[config.mk]
export PLATFORM = sky130hd
export DESIGN_NAME = intr_msix_ctrl
export DESIGN_NICKNAME = d
export VERILOG_FILES = /design/src/rtl/intr_pkg.sv /design/src/rtl/intr_vec_timer.sv /design/src/rtl/intr_msix_ctrl.sv
export SDC_FILE = /design/constraint.sdc
export NUM_CORES = 1
export LEC_CHECK = 0
export ABC_CLOCK_PERIOD_IN_PS = 7000
export CAP_MARGIN = 20
export CORE_UTILIZATION = 59
export DETAILED_ROUTE_END_ITERATION = 12
export GPL_ROUTABILITY_DRIVEN = 0
export PLACE_DENSITY = 0.85
export SLEW_MARGIN = 20
export SYNTH_ARGS = -nofsm -noshare
export SYNTH_HDL_FRONTEND = slang
export SYNTH_SLANG_ARGS = --single-unit
[constraint.sdc]
create_clock -name clk_i -period 7 [get_ports clk_i]
set_clock_uncertainty 0.1 [all_clocks]
set_input_delay 1.75 -clock clk_i [delete_from_list [all_inputs] [get_ports clk_i]]
set_output_delay 1.75 -clock clk_i [all_outputs]
set_load 0.02 [all_outputs]
[src/rtl/intr_pkg.sv]
`default_nettype none
// +----------------------------------------------------------------------------+
// | intr_pkg : shared constants and state type for the MSI-X interrupt block   |
// | Rev 1.0                                                                    |
// +----------------------------------------------------------------------------+
package intr_pkg;

  localparam int TICK_NS = 256;
  localparam int ITR_W   = 16;

  typedef enum logic [1:0] {
    IDLE = 2'd0,
    ARM  = 2'd1,
    HOLD = 2'd2
  } vec_state_e;

  localparam int CAUSE_TXDW   = 0;
  localparam int CAUSE_LSC    = 2;
  localparam int CAUSE_RXDMT0 = 4;
  localparam int CAUSE_RXT0   = 7;

endpackage
`default_nettype wire

[src/rtl/intr_vec_timer.sv]
`default_nettype none
// +----------------------------------------------------------------------------+
// | intr_vec_timer : per-vector request FSM with ITR holdoff counter           |
// | Rev 1.0                                                                    |
// +----------------------------------------------------------------------------+
module intr_vec_timer #(
  parameter int ITR_W = intr_pkg::ITR_W
) (
  input  logic             clk_i,
  input  logic             rst_ni,
  input  logic             en_i,
  input  logic             pend_i,
  input  logic             tick_i,
  input  logic             grant_i,
  input  logic [ITR_W-1:0] itr_i,
  output logic             arm_o
);
  import intr_pkg::*;

  vec_state_e       state_q, state_d;
  logic [ITR_W-1:0] cnt_q, cnt_d;

  always_ff @(posedge clk_i) begin
    if (!rst_ni) begin
      state_q <= IDLE;
      cnt_q   <= '0;
    end else begin
      state_q <= state_d;
      cnt_q   <= cnt_d;
    end
  end

  // ARM ignores en_i and pend_i so an issued request is never retracted
  always_comb begin
    state_d = state_q;
    cnt_d   = cnt_q;
    unique case (state_q)
      IDLE: if (en_i && pend_i) state_d = ARM;
      ARM: begin
        if (grant_i) begin
          cnt_d   = '0;
          state_d = (itr_i == '0) ? IDLE : HOLD;
        end
      end
      HOLD: begin
        if (cnt_q == itr_i) state_d = IDLE;
        else if (tick_i)    cnt_d   = cnt_q + 1'b1;
      end
      default: state_d = IDLE;
    endcase
  end

  assign arm_o = (state_q == ARM);

endmodule
`default_nettype wire

[src/rtl/intr_msix_ctrl.sv]
`default_nettype none
// +----------------------------------------------------------------------------+
// | intr_msix_ctrl : ICR/IMS cause latching, vector mapping, ITR throttling     |
// | and round-robin MSI-X message request generation. Rev 1.0                  |
// +----------------------------------------------------------------------------+
module intr_msix_ctrl #(
  parameter int NUM_SRC       = 32,
  parameter int NUM_VEC       = 4,
  parameter int VEC_W         = 2,
  parameter int CLK_PERIOD_NS = 8,
  parameter int ITR_W         = intr_pkg::ITR_W,
  parameter bit AUTO_CLEAR    = 1'b1,
  parameter int IDX_W         = $clog2(NUM_SRC)
) (
  input  logic               clk_i,
  input  logic               rst_ni,
  input  logic [NUM_SRC-1:0] src_req_i,
  input  logic [NUM_SRC-1:0] icr_i,
  input  logic               icr_set_i,
  input  logic               icr_get_i,
  output logic [NUM_SRC-1:0] icr_o,
  input  logic [NUM_SRC-1:0] ics_i,
  input  logic               ics_set_i,
  input  logic [NUM_SRC-1:0] ims_i,
  input  logic               ims_set_i,
  input  logic [NUM_SRC-1:0] imc_i,
  input  logic               imc_set_i,
  input  logic [IDX_W-1:0]   ivar_idx_i,
  input  logic [VEC_W-1:0]   ivar_vec_i,
  input  logic               ivar_set_i,
  input  logic [VEC_W-1:0]   itr_vec_i,
  input  logic [ITR_W-1:0]   itr_i,
  input  logic               itr_set_i,
  input  logic               msix_en_i,
  output logic               intr_o,
  output logic               msg_valid_o,
  output logic [VEC_W-1:0]   msg_vec_o,
  input  logic               msg_ready_i
);
  import intr_pkg::*;

  localparam int c_TICK_CYCLES = TICK_NS / CLK_PERIOD_NS;
  localparam int c_TICK_W      = (c_TICK_CYCLES > 1) ? $clog2(c_TICK_CYCLES) : 1;

  logic [NUM_SRC-1:0]  icr_q, icr_d, ims_q, ims_d;
  logic [VEC_W-1:0]    ivar_q [NUM_SRC];
  logic [ITR_W-1:0]    itr_q  [NUM_VEC];
  logic [c_TICK_W-1:0] pre_q;
  logic                intr_q;
  logic                msg_valid_q, msg_valid_d;
  logic [VEC_W-1:0]    msg_vec_q, msg_vec_d, ptr_q, ptr_d;

  logic                w_tick, w_hs, w_found;
  logic [NUM_SRC-1:0]  w_act, w_base;
  logic [NUM_SRC-1:0]  w_vmask [NUM_VEC];
  logic [NUM_VEC-1:0]  w_pend, w_arm, w_cand;
  logic [VEC_W-1:0]    w_start, w_sel;

  assign w_tick = (pre_q == c_TICK_W'(c_TICK_CYCLES - 1));
  assign w_hs   = msg_valid_q && msg_ready_i;
  assign w_act  = icr_q & ims_q;

  always_comb begin
    for (int v = 0; v < NUM_VEC; v++) begin
      for (int s = 0; s < NUM_SRC; s++) begin
        w_vmask[v][s] = (ivar_q[s] == VEC_W'(v));
      end
    end
  end

  // Register writes resolve first; auto-clear and new cause pulses apply on top
  always_comb begin
    if (icr_get_i)      w_base = '0;
    else if (icr_set_i) w_base = icr_q & ~icr_i;
    else if (ics_set_i) w_base = icr_q | ics_i;
    else                w_base = icr_q;
    icr_d = w_base;
    if (AUTO_CLEAR && w_hs) icr_d = w_base & ~w_vmask[msg_vec_q];
    icr_d = icr_d | src_req_i;
  end

  always_comb begin
    if (ims_set_i)      ims_d = ims_q | ims_i;
    else if (imc_set_i) ims_d = ims_q & ~imc_i;
    else                ims_d = ims_q;
  end

  always_ff @(posedge clk_i) begin
    if (!rst_ni) begin
      icr_q  <= '0;
      ims_q  <= '0;
      pre_q  <= '0;
      intr_q <= 1'b0;
      for (int s = 0; s < NUM_SRC; s++) ivar_q[s] <= '0;
      for (int v = 0; v < NUM_VEC; v++) itr_q[v] <= '0;
    end else begin
      icr_q  <= icr_d;
      ims_q  <= ims_d;
      pre_q  <= w_tick ? '0 : pre_q + 1'b1;
      intr_q <= !msix_en_i && (|w_act);
      if (ivar_set_i && (int'(ivar_vec_i) < NUM_VEC)) ivar_q[ivar_idx_i] <= ivar_vec_i;
      if (itr_set_i && (int'(itr_vec_i) < NUM_VEC))   itr_q[itr_vec_i]   <= itr_i;
    end
  end

  for (genvar v = 0; v < NUM_VEC; v++) begin : g_vec
    assign w_pend[v] = |(w_act & w_vmask[v]);

    intr_vec_timer #(
      .ITR_W (ITR_W)
    ) u_timer (
      .clk_i   (clk_i),
      .rst_ni  (rst_ni),
      .en_i    (msix_en_i),
      .pend_i  (w_pend[v]),
      .tick_i  (w_tick),
      .grant_i (w_hs && (msg_vec_q == VEC_W'(v))),
      .itr_i   (itr_q[v]),
      .arm_o   (w_arm[v])
    );
  end

  // The granted vector still reads ARM on its handshake cycle, so mask it out
  always_comb begin
    w_cand  = w_arm;
    w_start = ptr_q;
    if (w_hs) begin
      w_cand[msg_vec_q] = 1'b0;
      w_start           = VEC_W'((int'(msg_vec_q) + 1) % NUM_VEC);
    end
    w_found = 1'b0;
    w_sel   = '0;
    for (int i = 0; i < NUM_VEC; i++) begin
      if (!w_found && w_cand[(int'(w_start) + i) % NUM_VEC]) begin
        w_found = 1'b1;
        w_sel   = VEC_W'((int'(w_start) + i) % NUM_VEC);
      end
    end
    msg_valid_d = msg_valid_q;
    msg_vec_d   = msg_vec_q;
    ptr_d       = ptr_q;
    if (!msg_valid_q || w_hs) begin
      msg_valid_d = w_found;
      if (w_found) msg_vec_d = w_sel;
    end
    if (w_hs) ptr_d = w_start;
  end

  always_ff @(posedge clk_i) begin
    if (!rst_ni) begin
      msg_valid_q <= 1'b0;
      msg_vec_q   <= '0;
      ptr_q       <= '0;
    end else begin
      msg_valid_q <= msg_valid_d;
      msg_vec_q   <= msg_vec_d;
      ptr_q       <= ptr_d;
    end
  end

  assign icr_o       = icr_q;
  assign intr_o      = intr_q;
  assign msg_valid_o = msg_valid_q;
  assign msg_vec_o   = msg_vec_q;

endmodule
`default_nettype wire
-- Yosys cells after proc, flatten, opt, wreduce, memory -nomap -nowiden
Memory sizes are Yosys's and may differ from the RTL's.
Index checks and enable logic that the tools add are counted.
- register bits: 147
- bits in writable memories: 128
- input port bits: 196
- output and inout bits: 36
- memories: 2
- memories (memory ; depth ; bits a word ; rd ports ; clocked after Yosys merged registers in ; wr ports ; RTL line ; text):
    itr_q ; 4 ; 16 ; 4 ; 0 ; 4 ; intr_msix_ctrl.sv:47 ; logic [ITR_W-1:0] itr_q [NUM_VEC];
    ivar_q ; 32 ; 2 ; 32 ; 0 ; 32 ; intr_msix_ctrl.sv:46 ; logic [VEC_W-1:0] ivar_q [NUM_SRC];
- add/subtract/negate cells: 9
- order comparisons: 7
- equal/unequal tests: 132
- multiplexer cells: 81
- bitwise gates (word level): 21
- reductions and logical operators: 86
- operator list (operator ; count):
    bitwise AND 32 bit ; 8
    two-way mux 32 bit ; 8
    two-way mux 16 bit ; 13
    OR reduction 32 bit ; 5
    == test 2 bit (second input constant) ; 70
    one-hot mux 16 bit (2 select lines) ; 4
    inverter 32 bit ; 3
    bitwise OR 32 bit ; 3
    == test 2 x 1 -> 1 bit (second input constant) ; 37
    logical NOT 2 bit ; 37
    adder 16 x 1 -> 16 bit (second input constant) ; 4
    binary-select mux 32 bit (select 2 bit) ; 1
    == test 16 bit ; 4
    logical NOT 16 bit ; 4
    two-way mux 2 bit ; 23
    inequality test 2 x 1 -> 1 bit (second input constant) ; 12
    one-hot mux 2 bit (3 select lines) ; 4
    two-way mux 1 bit ; 21
    inequality test 2 bit (second input constant) ; 8
    AND reduction 4 bit ; 4
    OR reduction 16 bit ; 1
    logical AND 1 bit ; 14
    < comparator 3 x 4 -> 1 bit (second input constant) ; 3
    AND reduction 3 bit ; 4
    other kinds (21) ; 41

-- Logic depth before layout (Yosys ltp)
Gate-level depths: netlist of the first run.
- depth in word-level cells: 20
- mapped depth: 11
- mapped depth without buffers: 9

-- Hierarchy
From an unflattened synthesis of the first run, not the netlist that was laid out.
- cell total of the unflattened synthesis: 1773
- area total of the unflattened synthesis: 15884.0 µm²
- by module, submodules not included (module ; instances ; cells an instance ; area each (µm²) ; seq. area each (µm²)):
    intr_msix_ctrl ; 1 ; 1109 ; 10714.0 ; 5345.1
    intr_vec_timer ; 4 ; 166 ; 1292.5 ; 360.3

-- Worst setup path after synthesis of the first run
No wires, ideal clock.
- path type: input to register
- start: in rst_ni
- end: mem itr_q[2][0], enable pin
- setup time: 375 ps
- arrival time: 3014 ps
- required time: 6525 ps
- slack: 3511 ps
- stages on the path: 4
- path through: clkbuf_1 nand2_1 nor3b_1 nand2b_1
- RTL lines (what ; RTL line ; text):
    from (decl) ; intr_msix_ctrl.sv:16 ; input logic rst_ni,
    to (decl) ; intr_msix_ctrl.sv:47 ;

-- Worst setup path after layout of the first run
- start: in msg_ready_i
- end: reg g_vec[1].u_timer.cnt_q[14]
- cells in the longest elaborated chain, start to end: 4
- ends and longest elaborated chain (what ; RTL line ; text):
    from (decl) ; intr_msix_ctrl.sv:38 ; input logic msg_ready_i
    logical AND 1 bit ; intr_msix_ctrl.sv:60 ; assign w_hs = msg_valid_q && msg_ready_i;
    logical AND 1 bit ; intr_msix_ctrl.sv:117 ; .grant_i (w_hs && (msg_vec_q == VEC_W'(v))),
    inequality test 2 x 1 -> 1 bit (no line) ; -- ;
    AND reduction 4 bit (no line) ; -- ;
    to (signal assigned) ; intr_vec_timer.sv:29 ; cnt_q <= cnt_d;
    to (decl) ; intr_vec_timer.sv:21 ; logic [ITR_W-1:0] cnt_q, cnt_d;
Every way passes these cells.
A chain may end at the register's enable or synchronous reset.

==> metrics.txt, run 1 <==
clk sink count between 200 and 300; CP max stage cell or4_1; die area 0.02592 mm2; Port-buffer cells around 230; largest vdd supply drop 0.1752 mV; P_leak 6.837 nW; WL final approximately 49000 um; post-synthesis register bit count between 200 and 300; slew margin rel. between 20 and 25%; Worst Path Buf+Inv 2; number of CTS-inserted buffers 29; CP Max Fanout 44; Avg Cell Area, Syn 8.971 um2; WS Path Type in -> reg; Final Hold Viols 0; share of cells above drive strength 1 under 10%; Post-CTS Hold Fix Bufs 0; fin crit period around 4 ns; row cnt 57; Syn. warnings 0; via/cell ratio about 6.6; total track usage a little under two fifths; EDFF count, synth ~130; post-synthesis async set-or-reset flop share 0%; Antenna Violating Nets Remaining 0; hold_ws roughly 0.34 ns; Congestion Overflow GR 0; Die Wd 161.0 um; Hold WC Path Type reg -> reg; Seq/Total Area, Yosys a little under half; HPWL after DPL about 35000 um; Synth Flop Type dfxtp_1; Die Y-Extent about 160 um; fmax between 200 and 250 MHz; Final TNS setup 0 ns; CTS tree done; largest net degree at the start of global routing between 80 and 90; Synth Instances about 1.7k; status finished with violations; clk slew on worst S/H paths around 0.060 ns; CP delay by family, top simple AND/OR/NAND/NOR gates; TritonRoute pass-1 iters 13; Final period util 57.34%; Max clock buf depth 3; capturing element type of the critical path flip-flop; initial drt markers between 2k and 2.5k; initial antenna violation count 1; Post CTS Setup Buffer Count 0; Layout Nets roughly 2.1k; CP required ~7.4 ns; crit path DAT ~4.4 ns; H-Tree Level Count 1; Top Ports about 230; max-cap violations 0; CTS resizes 0; failing checks DRC; P&R area growth vs syn 23.73%; Setup violations, final 0; RSZ-0062 raised after global routing false; first-pass GRT wire length between 70000 and 80000 um; synthesized area ~0.015 mm2; drc violations 21; CP Launch Type input port; Largest stage delay, worst path 0.61 ns; synth unique cells 63; final number of max-transition violations 0; Initial Utilization 60.81%; CP cell instances clkdlybuf4s50_1 -> and2_1 -> buf_4 -> nand2_1 -> nor2_1 -> a31oi_4 -> or4_1 -> a21oi_1; pwr/cell area 228.8 mW/mm2; clk_lat worst skew between 0.5 and 0.6 ns; number of global-route vias before repair 13.44k; Slew @ Worst Pin about 1.1 ns; syn_nets 1869; routed vias roughly 15k; wire per inst roughly 22 um; Core Box Area about 0.025 mm2; Clock Root Buffer clkbuf_16
## final cells by class
type | count | area, um2
clock buffers | 37 | 809.5
multi-input cells | 1240 | 7587
fillers | 1732 | 6076
clock inverters | 17 | 250.2
flip-flops and latches | 275 | 6789
repair buffers | 244 | 2400
diodes | 1 | 2.502
well taps | 324 | 405.4
inverters | 57 | 214.0
## power by group
| part | switching [mW] | internal (mW) | leakage [nW] |
|---|---|---|---|
| Clock | 0.655 | 1.04 | 0.523 |
| Combinational | 0.323 | 0.290 | 3.88 |
| Sequential | 0.144 | 1.77 | 2.43 |
## Yosys cell counts, types with 8 or more instances
cell type  count  share of area (%)
buf_2         16               0.54
nand4b_1      23                1.4
edfxtp_1     128                 26
o32ai_1        9               0.53
o21ai_0       49                1.6
xnor2_1       81                4.8
nor2_1       113                2.8
and2_1        53                2.2
nand3b_1       9               0.45
o22ai_1       23               0.96
o21ai_1       10               0.34
nand3_1       67                2.2
or3_1         22               0.92
or4_1         23                1.2
a311oi_1      32                1.9
dfxtp_1      147                 20
mux2i_1        8               0.54
xor2_1        51                3.0
nand4_1       62                2.6
and3_1        93                3.9
o211ai_1      14               0.70
nand2b_1      15               0.63
nor3_1        15               0.50
clkbuf_1      63                1.6
inv_1         56                1.4
nand2_1      190                4.8
a21oi_1      113                3.8
nor4_1        40                1.7
o31ai_1        8               0.40
and4_1         8               0.47
a22oi_1       38                1.9
ha_1          10               0.84
## registers in the layout, indices dropped and copies added (netlist names)
| register | flops |
|---|---|
| msg_valid_o | 1 |
| ivar_q | 64 |
| g_vec.u_timer.state_q | 8 |
| intr_o | 1 |
| g_vec.u_timer.cnt_q | 64 |
| icr_o | 32 |
| itr_q | 64 |
| ptr_q | 2 |
| pre_q | 5 |
| ims_q | 32 |
| msg_vec_o | 2 |
## placed cells by master, fill, tap and decap left out, types with 11 or more instances in the layout
cell	count
nand2b_1	15
nand4b_1	23
nor2_1	113
clkdlybuf4s50_1	229
clkbuf_16	30
nand2_1	190
or4_1	23
nor3_1	11
a21oi_1	113
or3_1	22
dfxtp_1	145
nor4_1	40
nand3_1	67
nand4_1	62
o21ai_0	49
and3_1	93
o211ai_1	14
xnor2_1	81
inv_1	56
edfxtp_1	128
xor2_1	51
o22ai_1	23
a311oi_1	32
a22oi_1	38
buf_4	13
and2_1	53
## layer usage
metal | GRT usage, % | wire (um)
met5 | 0 | 0
met2 | 54.78 | 20910
met4 | 13.55 | 2073
met3 | 10.97 | 6835
met1 | 50.73 | 19100
## worst reg2reg max path, cell delays in order (launching register included)
cell,delay (ns)
dfxtp_2,0.35
buf_4,0.56
inv_1,0.18
ha_1,0.26
nand4b_1,0.18
inv_1,0.09
a31oi_1,0.70
o21ai_0,0.23
a21oi_1,0.19
## final timing paths
| check | from | to | slack [ns] | cells past startpoint |
|---|---|---|---|---|
| setup / recovery | msg_ready_i | g_vec[1].u_timer.cnt_q[14] | 2.99 | 8 |
| hold / removal | g_vec[1].u_timer.state_q[1] | g_vec[1].u_timer.state_q[0] | 0.34 | 1 |
| setup reg to reg | msg_vec_o[0] | g_vec[2].u_timer.cnt_q[6] | 4.07 | 8 |
| hold reg to reg | g_vec[1].u_timer.state_q[1] | g_vec[1].u_timer.state_q[0] | 0.34 | 1 |
## cells by family (layout without fill, tap and decap cells)
group	after synthesis	count (layout)	share of synthesized area, %
simple gates	761	761	27.23
compound gates	329	329	14.04
flops	275	275	45.49
buf+inv	148	355	4.110
xor+xnor	132	132	7.750
fa+ha+maj	10	10	0.8387
mux	8	8	0.5368
other cells	0	1	0
## through the flow
stage / power, mW / utilization (%) / std cells / setup WS [ns] / instance area, um2
2_1_floorplan: 2.237 / - / 1663 / 3.511 / 14920
6_report: 4.224 / 75.23 / 2195 / 2.986 / 18460
3_5_place_dp: 2.527 / 70.70 / 2140 / 2.229 / 17340
5_1_grt: 4.340 / 75.23 / 2195 / 2.772 / 18460
3_3_place_gp: 2.508 / 70.70 / 2140 / 2.403 / 17340
4_1_cts: 4.201 / 75.02 / 2194 / 2.733 / 18400
(Power assumes the default switching activity.)
==> run 2, diff against run 1 <==
Settings changed: ABC_CLOCK_PERIOD_IN_PS 7000 to 3700, CORE_UTILIZATION 59 to 55, PLACE_DENSITY 0.85 to 0.8.
Clock period 7 ns to 3.7 ns, I/O delays scaled along.
==> metrics.txt, run 2 (synthesized netlist as in run 1, its figures left out) <==
CP Launch Type flip-flop; Multi-input gate area 0.007540 mm2 (-0.63%); Largest stage delay, worst path 0.75 ns (+0.14 ns); P_leak 6.894 nW (+0.82%); fin area 0.01851 mm2 (+0.29%); share of cells above drive strength 1 5.233% (+0.69 points); clk_lat worst skew 0.56 ns (about the same); Setup violations, final 0 (unchanged); most frequent cells in the layout clkdlybuf4s50_1 (230), nand2_1 (190), dfxtp_1 (145), edfxtp_1 (128); largest net degree at the start of global routing 58 (-35%); clk slew on worst S/H paths 0.06 ns (about the same); Die Wd 166.7 um (+3.5%); crit path DAT 1.96 ns (-2.44 ns); number of global-route vias before repair 13.87k (+3.2%); Layout Nets 2075 (+1.1%); CP Max Fanout 17 (-61%); CP delay by family, top buffers and inverters; R2R depth 9 (+1); WL final 49520 um (+1.2%); status complete, no violations; slew margin rel. 33.35% (+9.0 points); CP cell instances clkdlybuf4s50_1; routed vias 14.46k (-0.84%); Clock Root Buffer clkbuf_16; fmax approximately 340 MHz; WS Path Type reg -> out; Worst Path Buf+Inv 1 (-1); critical path launch point msg_vec_o[0]; Final TNS setup 0 ns (unchanged); CP endpoint msg_vec_o[0]; Core Box Area 0.02635 mm2 (+7.4%); sequential cell area 0.006789 mm2 (unchanged); initial drt markers 2242 (+4.2%); die area 0.02779 mm2 (+7.2%); pwr/cell area 418.9 mW/mm2 (+83%); initial antenna violation count 1 (unchanged); Max clock buf depth 3 (unchanged); P&R area growth vs syn 24.09%; leading registers by flop count g_vec.u_timer.cnt_q (64), itr_q (64), ivar_q (64); CTS resizes 0 (unchanged); Top Ports 232 (unchanged); Area after DPL 0.01752 mm2 (+1.0%); filler instances 2027 (+17%); TritonRoute pass-1 iters 9 (-4); Final period util ~81%; Critical Path Stages 1 (-7); final number of max-transition violations 0 (unchanged); max-cap violations 0 (unchanged); largest vdd supply drop 0.3248 mV (+85%); Congestion Overflow GR 0 (unchanged); row cnt 59 (+3.5%); Post-CTS Hold Fix Bufs 0 (unchanged); total track usage 35.10% (-1.7 points); via/cell ratio 6.489 (-2.3%); CP required 2.67 ns (-4.72 ns); Die Y-Extent 166.7 um (+3.5%); reg2reg end g_vec[2].u_timer.cnt_q[11]; CP max stage cell clkdlybuf4s50_1; RSZ-0062 raised after global routing false; first-pass GRT wire length 76790 um (+2.6%); hold_ws 0.3532 ns (+0.008451 ns); Slew @ Worst Pin 0.9966 ns (-0.1346 ns); H-Tree Level Count 1 (unchanged); commonest non-fill, non-tap cell in the layout clkdlybuf4s50_1; utilization after layout 70.24% (-5.0 points); drc violations 0 (-100%); fin crit period a little under 3 ns; clk sink count 275 (unchanged); HPWL after DPL 36730 um (+4.2%); capturing element type of the critical path primary output; number of CTS-inserted buffers 29 (unchanged); Post CTS Setup Buffer Count 0 (unchanged); Port-buffer cells 231 (unchanged); Antenna Violating Nets Remaining 0 (unchanged); wire per inst 22.22 um (-0.27%); worst r2r src pre_q[0]; CTS tree done; Initial Utilization 56.61% (-4.2 points); flop2flop setup slack 0.92 ns (-3.15 ns); Hold WC Path Type reg -> reg; Final Hold Viols 0 (unchanged)
run 2: cell types whose count changed in the layout (fill, tap and decap cells not counted), moves of 2 or more:
cell / change
buf_4: +22
nor3_1: +2
clkinv_2: +2
bufinv_16: -4
nor3_4: -2
clkinv_4: -2
clkbuf_1: +2
run 2: final cells by class:
type                       instances  area share [%]
clock buffer                      40           4.596
antenna                            1         0.01352
inverter                          57           1.156
multi-input combinational       1240           40.73
tap                              335           2.264
timing repair buffer             266           13.88
sequential                       275           36.67
clock inverter                    14          0.6827
run 2: worst min-delay path by stage:
stage                                        endpoint  cells after the start                   startpoint
after global routing                         pre_q[0]                      1                     pre_q[0]
after detailed placement                     pre_q[0]                      1                     pre_q[0]
after CTS                                    pre_q[0]                      1                     pre_q[0]
after floorplan           g_vec[1].u_timer.state_q[0]                      1  g_vec[1].u_timer.state_q[1]
after global placement                       pre_q[0]                      1                     pre_q[0]
final                                        pre_q[0]                      1                     pre_q[0]
run 2: power breakdown:
group	internal (mW)	leakage, nW	switching [mW]
Combinational	0.562	3.97	0.573
Sequential	3.35	2.43	0.299
Clock	1.74	0.485	1.22
Total	5.66	6.89	2.10
run 2: through the flow:
step	instances	setup WS [ns]	power [mW]
2_1_floorplan	1663	1.036	4.232
3_3_place_gp	2173	0.3585	4.761
3_5_place_dp	2173	0.2693	4.798
4_1_cts	2227	0.7292	7.735
5_1_grt	2228	0.6336	8.007
6_report	2228	0.7189	7.754
run 2: metal layers:
layer	track usage, %	routed length [um]	vias up
li1	-	-	6539
met1	48.52	19650	6799
met2	53.40	21450	939
met3	8.389	6365	181
met4	13.00	2048	0
met5	0	0	-
